## src/rtl/i2s_frame_unpacker.sv

```systemverilog
// Reads one I2S frame back from the receiver's bit-wide circular RAM
// and streams each 32-bit slot's top bits as a channel sample.
module i2s_frame_unpacker #(
    parameter int CIRC_BUF_BITS = 3,
    parameter int SAMPLE_BITS   = 24
) (
    input  logic                     clk_i,
    input  logic                     rst_ni,
    input  logic [CIRC_BUF_BITS-1:0] last_good_frame_idx_i,
    output logic [CIRC_BUF_BITS+7:0] ram_read_addr_o,
    output logic                     ram_read_en_o,
    input  logic                     ram_read_data_i,
    output logic [SAMPLE_BITS-1:0]   sample_data_o,
    output logic [2:0]               sample_channel_o,
    output logic                     sample_valid_o,
    input  logic                     sample_ready_i,
    output logic [CIRC_BUF_BITS-1:0] frame_idx_o,
    output logic [7:0]               dropped_frames_o
);

    typedef enum logic [1:0] {IDLE, READ, CAPTURE, PRESENT} state_t;

    localparam int AW = CIRC_BUF_BITS + 8;

    state_t                   state_q, state_d;
    logic [CIRC_BUF_BITS-1:0] idx_seen_q, idx_seen_d;
    logic [CIRC_BUF_BITS-1:0] frame_q, frame_d;
    logic [CIRC_BUF_BITS-1:0] pend_idx_q, pend_idx_d;
    logic                     pending_q, pending_d;
    logic [2:0]               ch_q, ch_d;
    logic [4:0]               b_q, b_d;
    logic [30:0]              shift_q, shift_d;
    logic                     rd_en_q, rd_en_d;
    logic [AW-1:0]            rd_addr_q, rd_addr_d;
    logic [SAMPLE_BITS-1:0]   data_q, data_d;
    logic [2:0]               chan_q, chan_d;
    logic                     valid_q, valid_d;
    logic [7:0]               drops_q, drops_d;

    logic                     change;
    logic                     hs;
    logic [31:0]              word;
    logic [CIRC_BUF_BITS-1:0] next_idx;

    // Next-state: change detect, overrun bookkeeping and the read FSM
    always_comb begin
        state_d    = state_q;
        idx_seen_d = last_good_frame_idx_i;
        frame_d    = frame_q;
        pend_idx_d = pend_idx_q;
        pending_d  = pending_q;
        ch_d       = ch_q;
        b_d        = b_q;
        shift_d    = shift_q;
        rd_en_d    = 1'b0;
        rd_addr_d  = rd_addr_q;
        data_d     = data_q;
        chan_d     = chan_q;
        valid_d    = valid_q;
        drops_d    = drops_q;

        change   = last_good_frame_idx_i != idx_seen_q;
        hs       = valid_q && sample_ready_i;
        word     = {shift_q, ram_read_data_i};
        next_idx = change ? last_good_frame_idx_i : pend_idx_q;

        // Read data lags its strobe by one cycle, so the first READ
        // cycle of a slot has nothing to shift in yet.
        if ((state_q == READ && b_q != 5'd0) || state_q == CAPTURE) begin
            shift_d = word[30:0];
        end

        if (state_q != IDLE && change) begin
            pending_d  = 1'b1;
            pend_idx_d = last_good_frame_idx_i;
            if (pending_q && drops_q != 8'hFF) begin
                drops_d = drops_q + 8'd1;
            end
        end

        unique case (state_q)
            IDLE: begin
                if (change) begin
                    frame_d   = last_good_frame_idx_i;
                    ch_d      = 3'd0;
                    b_d       = 5'd0;
                    rd_en_d   = 1'b1;
                    rd_addr_d = {last_good_frame_idx_i, 8'd0};
                    state_d   = READ;
                end
            end
            READ: begin
                if (b_q == 5'd31) begin
                    state_d = CAPTURE;
                end else begin
                    b_d       = b_q + 5'd1;
                    rd_en_d   = 1'b1;
                    rd_addr_d = {frame_q, ch_q, b_q + 5'd1};
                end
            end
            CAPTURE: begin
                data_d  = word[31 -: SAMPLE_BITS];
                chan_d  = ch_q;
                valid_d = 1'b1;
                state_d = PRESENT;
            end
            PRESENT: begin
                if (hs) begin
                    valid_d = 1'b0;
                    if (ch_q != 3'd7) begin
                        ch_d      = ch_q + 3'd1;
                        b_d       = 5'd0;
                        rd_en_d   = 1'b1;
                        rd_addr_d = {frame_q, ch_q + 3'd1, 5'd0};
                        state_d   = READ;
                    end else if (pending_q || change) begin
                        pending_d = 1'b0;
                        frame_d   = next_idx;
                        ch_d      = 3'd0;
                        b_d       = 5'd0;
                        rd_en_d   = 1'b1;
                        rd_addr_d = {next_idx, 8'd0};
                        state_d   = READ;
                    end else begin
                        state_d = IDLE;
                    end
                end
            end
            default: state_d = IDLE;
        endcase
    end

    // State and registered outputs; reset parks the block and re-arms change detect
    always_ff @(posedge clk_i) begin
        if (!rst_ni) begin
            state_q    <= IDLE;
            idx_seen_q <= last_good_frame_idx_i;
            frame_q    <= '0;
            pend_idx_q <= '0;
            pending_q  <= 1'b0;
            ch_q       <= '0;
            b_q        <= '0;
            shift_q    <= '0;
            rd_en_q    <= 1'b0;
            rd_addr_q  <= '0;
            data_q     <= '0;
            chan_q     <= '0;
            valid_q    <= 1'b0;
            drops_q    <= '0;
        end else begin
            state_q    <= state_d;
            idx_seen_q <= idx_seen_d;
            frame_q    <= frame_d;
            pend_idx_q <= pend_idx_d;
            pending_q  <= pending_d;
            ch_q       <= ch_d;
            b_q        <= b_d;
            shift_q    <= shift_d;
            rd_en_q    <= rd_en_d;
            rd_addr_q  <= rd_addr_d;
            data_q     <= data_d;
            chan_q     <= chan_d;
            valid_q    <= valid_d;
            drops_q    <= drops_d;
        end
    end

    assign ram_read_addr_o  = rd_addr_q;
    assign ram_read_en_o    = rd_en_q;
    assign sample_data_o    = data_q;
    assign sample_channel_o = chan_q;
    assign sample_valid_o   = valid_q;
    assign frame_idx_o      = frame_q;
    assign dropped_frames_o = drops_q;

endmodule

```

## config.mk

```make
export PLATFORM = sky130hd
export DESIGN_NAME = i2s_frame_unpacker
export DESIGN_NICKNAME = d
export VERILOG_FILES = /design/src/rtl/i2s_frame_unpacker.sv
export SDC_FILE = /design/constraint.sdc
export NUM_CORES = 1
export LEC_CHECK = 0
export BUFFER_PORTS_ARGS = -buffer_cell sky130_fd_sc_hd__buf_2
export CORE_MARGIN = 3
export CORE_UTILIZATION = 30
export DETAILED_ROUTE_END_ITERATION = 10
export PLACE_DENSITY = 0.53
export SLEW_MARGIN = 10
export SYNTH_ARGS = -nofsm -noshare
export SYNTH_HDL_FRONTEND = slang
export SYNTH_SLANG_ARGS = --single-unit
```

## constraint.sdc

```tcl
create_clock -name clk_i -period 1.8 [get_ports clk_i]
set_clock_uncertainty 0.15 [all_clocks]
set_input_delay 0.36 -clock clk_i [delete_from_list [all_inputs] [get_ports clk_i]]
set_output_delay 0.36 -clock clk_i [all_outputs]
set_load 0.02 [all_outputs]
```

# Word-level counts from Yosys, hierarchy flattened
# Index checks and enable logic that the tools add are counted.
[word_totals]
regBits = 99
elab_cells = 91
input_bits = 7
[op_classes]
n_reduce_logical = 18
eq_ne = 14
addsub = 3
mux = 42
[op_table]
columns = ["op", "n"]
rows = [
  ["$mux W11", 5],
  ["$pmux W11 S3", 1],
  ["$mux W3", 9],
  ["$mux W5", 5],
  ["$pmux W5 S3", 1],
  ["$mux W1", 13],
  ["$pmux W3 S2", 2],
  ["$ne A2 B2 Y1 const B", 5],
  ["$reduce_and A5 Y1", 2],
  ["$add A8 B1 Y8 const B", 1],
  ["$ne A8 B8 Y1 const B", 1],
  ["$pmux W2 S4", 1],
  ["$mux W2", 3],
  ["$ne A3 B3 Y1 const B", 2],
  ["$reduce_bool A2 Y1", 3],
  ["$add A5 B1 Y5 const B", 1],
  ["$eq A5 B5 Y1 const B", 1],
  ["$reduce_bool A5 Y1", 1],
  ["$eq A2 B2 Y1 const B", 2],
  ["$logic_and A1 B1 Y1", 4],
  ["$reduce_and A2 Y1", 2],
  ["$reduce_and A4 Y1", 1],
  ["$add A3 B1 Y3 const B", 1],
  ["$ne A3 B3 Y1", 1],
  ["8 further kinds", 9],
]

# Longest topological paths before layout
[logic_depth]
word_depth = 7
mapped_depth = 7

# Worst setup path after synthesis
# No wires, ideal clock.
[synth_path]
path_type = "register to register"
from = "reg b_q[0]"
to = "reg rd_addr_q[10], in the netlist ram_read_addr_o[10]"
arrival_time_ns = 1.729
setup_time_ns = 0.091
slack_ns = -0.170
synth_period_minus_slack_ns = 1.970
n_path_buf = 1
t_required_ns = 1.559
stages_incl_launch_ff = 8
path_cell_list = "dfxtp_1 -> ha_1 -> and3_1 -> ha_1 -> a211oi_2 -> buf_2 -> a21oi_1 -> a311oi_1"
[synth_between]
elab_chain_len = 3
[synth_lines]
columns = ["element", "line", "source"]
rows = [
  ["start: declaration", "31", "logic [4:0] b_q, b_d;"],
  ["start signal: assignment", "142", "b_q <= '0;"],
  ["start signal: assignment", "157", "b_q <= b_d;"],
  ["$eq A5 B5 Y1", "93", "if (b_q == 5'd31) begin"],
  ["$ne A2 B2 Y1 (no line)", "n/a", ""],
  ["$reduce_and A5 Y1 (no line)", "n/a", ""],
  ["end signal: assignment", "160", "rd_addr_q <= rd_addr_d;"],
  ["end: declaration", "34", "logic [AW-1:0] rd_addr_q, rd_addr_d;"],
]
# Every way passes these cells.
# A chain may end at the register's enable or synchronous reset.

# Worst setup path in the final report
[layout_path]
from = "reg b_q[0]"
to = "reg shift_q[23]"
[layout_between]
elab_chain_len = 3
[layout_lines]
columns = ["element", "line", "source"]
rows = [
  ["$reduce_bool A5 Y1", "69", "if ((state_q == READ && b_q != 5'd0) || state_q == CAPTURE) begin"],
  ["$logic_and A1 B1 Y1", "69", ""],
  ["$logic_or A1 B1 Y1", "69", ""],
  ["end signal: assignment", "158", "shift_q <= shift_d;"],
  ["end: declaration", "32", "logic [30:0] shift_q, shift_d;"],
]
# Every way passes these cells.

==> key figures <==
Floorplanning
  • Die height: ~130 um
  • Core Region: 14,100 um2
  • Die Span X: 127 um
  • Initial cell density of the core: 31.2%
  • # rows: 43
  • IO Count: between 50 and 60
  • Die area: 16,200 um2

Run
  • Maxcap violations: 0

Cells and area
  • Multi-input combinational cell area: between 2000 and 3000 um2
  • Commonest non-fill, non-tap cells in the layout: dfxtp_1, buf_4, buf_2, nand2_1, a21oi_1
  • Area Growth Syn to Fin: 39.8%
  • Fillers: roughly 1,400
  • Nets: 616
  • Most common cell after layout, fill and taps aside: dfxtp_1
  • Antenna diodes: 0
  • Layout cell share with drive strength beyond 1: between 40% and 50%
  • Reg area: between 1500 and 2000 um2

CTS
  • CTS Buf Count: 9
  • Hold Buf Count CTS: 0
  • CTS Root Cell: clkbuf_16
  • CTS tree: done
  • Clock Tree Buf Depth: 2
  • H-tree level count: 3
  • Clock transition at path regs: around 0.07 ns
  • Worst skew pair latency: about 0.35 ns
  • CTS sink count: 99

Critical path
  • Worst path required time: just under 2 ns
  • Arr. time, crit path: a little over 2 ns
  • Setup crit end kind: flip-flop
  • Worst-path fanout max: 8
  • Worst setup path class: flip-flop to flip-flop
  • Setup crit start kind: flip-flop

Global routing
  • First-pass GRT wire length: around 19,000 um
  • Initial antenna violation count: 0
  • Total track usage: roughly 14%
  • Largest net degree at the start of global routing: 42
  • Vias in the first global route: 3,746
  • Total global routing overflow: 0

STA
  • Period utilisation layout: 105%
  • Final Slew Violations: 0
  • Max Clock Freq: between 500 and 600 MHz
  • TNS Setup: -2.52 ns
  • Setup WS post-layout: -0.0922 ns
  • Final-report hold violation count: 0
  • Period minus WS final: between 1.5 and 2 ns
  • Relative slew slack: between 70% and 80%
  • Slew of the pin with the lowest slew margin: about 0.42 ns
  • Finish-stage setup viols: between 40 and 50
  • RSZ-0062 raised after global routing: yes

Outcome
  • Failing checks: setup timing
  • Status: finished, violations left

Drt
  • DRT met1 WL: 5620 um
  • Total Wirelength: ~12,000 um
  • Vias per cell: roughly 5.1
  • Met3 WL: 624 um
  • Routed Antenna Nets: 0
  • DRC errors left: 0
  • Initial DRC count: between 200 and 300
  • DR WL/cell: about 15 um
  • Vias: between 3,000 and 4,000
  • DRT Pass-1 Iters: 5
  • Highest routed layer: met4
  • Routed length on met2: 5570 um

Yosys
  • Register area share after synthesis: between 40 and 50%
  • Mapped cell area: 4420 um2
  • Syn Nets: 507
  • Simple-gate area share of the yosys netlist: 17.4%
  • Syn Area/Cell: between 9 and 10 um2
  • Warnings from Yosys: 0
  • Post-synthesis xor/xnor area fraction: slightly above 3%
  • Compound-Gate Fraction of Synth Area: 18.8%
  • Ys async rst share: 0%
  • EDFF count, synth: 0
  • Proportion of synthesized area in mux cells: roughly 7.2%
  • Largest family of logic cells by synthesized area: compound AO/OA/AOI/OAI gates
  • Synth Area in Adders: 3.11%
  • Synth unique cells: 60
  • Syn Inst Count: about 500
  • Main synth FF type: dfxtp_1
  • Synth Register Bits: 99

Power and ir drop
  • Leakage: around 2.4 nW
  • P per Cell Area: 1240 nW/um2
  • Peak supply drop: 0.761 mV

Placement
  • DP Wirelength: slightly below 8000 um
  • GPL Wtd Cong: just over 0.8
  • Pre-CTS WS: -0.200 ns
  • IO buf count: 57

Worst hold path
  • Min-delay worst type: input port to flip-flop
report_power, final:
group	total [mW]	internal, mW	switching (mW)
logic	3.21	1.44	1.77
registers	2.56	2.39	0.167
clock network	1.88	0.968	0.910
synthesized netlist by cell type (6+ instances only):
cell | instances | area [um2]
dfxtp_1 | 99 | 1980
nand2_1 | 74 | 278
a21oi_1 | 64 | 320
mux2i_1 | 32 | 320
nor2_1 | 31 | 116
o21ai_0 | 18 | 90.1
clkbuf_1 | 15 | 56.3
ha_1 | 11 | 138
nand3_1 | 10 | 50.1
nand4_1 | 10 | 62.6
inv_1 | 9 | 33.8
o31ai_1 | 8 | 60.1
buf_2 | 7 | 35.0
buf_4 | 7 | 52.6
a211oi_1 | 6 | 45.0
a31oi_1 | 6 | 37.5
nor2b_1 | 6 | 37.5
worst paths after layout:
path | start | to | slack [ns] | depth (start not counted)
setup reg to reg | b_q[0] | shift_q[23] | -0.09 | 8
hold / removal | last_good_frame_idx_i[1] | idx_seen_q[1] | 0.07 | 1
setup / recovery | b_q[0] | shift_q[23] | -0.09 | 8
hold reg to reg | shift_q[3] | shift_q[3] | 0.31 | 2
kinds of logic (layout without fill, tap and decap cells):
logic type	after synthesis	in the layout
multiplexers	32	32
flip-flops	99	99
XOR/XNOR	8	8
AO/OA/AOI/OAI	132	134
adder cells (fa/ha/maj)	11	11
AND/OR/NAND/NOR	162	162
buffers and inverters	45	157
metal layers:
metal	track usage, %	vias to the layer above
li1	-	1972
met1	18.7	1889
met2	22.7	81
met3	2.42	13
met4	6.50	0
met5	0	-
critical path, cell delays in order, from the launching register on:
cell and delay [ns]:
dfxtp_2 0.34, inv_2 0.07, ha_4 0.11, or4b_4 0.48, a21oi_4 0.19, buf_6 0.14, buf_12 0.14, nand2_1 0.08
a21oi_2 0.12
flip-flops by register name (all words and copies together) (netlist names):
name	flops
frame_idx_o	3
shift_q	31
b_q	5
pend_idx_q	3
dropped_frames_o	8
sample_valid_o	1
state_q	2
ram_read_addr_o	11
idx_seen_q	3
ch_q	3
sample_channel_o	3
ram_read_en_o	1
sample_data_o	24
pending_q	1
per-stage QoR:
stage                     hold WS [ns]  instance area, um2  power (mW)  util (%)  cells
after detailed placement         0.295                5310        5.07      37.5    755
after CTS                       0.0634                5920        7.55      41.8    783
after global placement           0.290                5310        5.05      37.5    755
after floorplan                  0.238                4480        4.16         -    489
final                           0.0692                6180        7.64      43.7    783
after global routing            0.0664                6180        8.03      43.7    783
timing repair:
action,in CTS,in global routing
cloned,4,1
resized for setup,43,75
pin swaps,19,45
setup endpoints to repair,60,82
buffers inserted,9,1
final cells by class:
class / instances / area share (%)
tap: 180 / 3.64
multi-input combinational: 347 / 43.0
inverter: 10 / 0.648
timing repair buffer: 131 / 15.9
clock buffer: 10 / 3.70
clock inverter: 6 / 0.911
sequential: 99 / 32.2
Power figures use the tool's default switching activity.
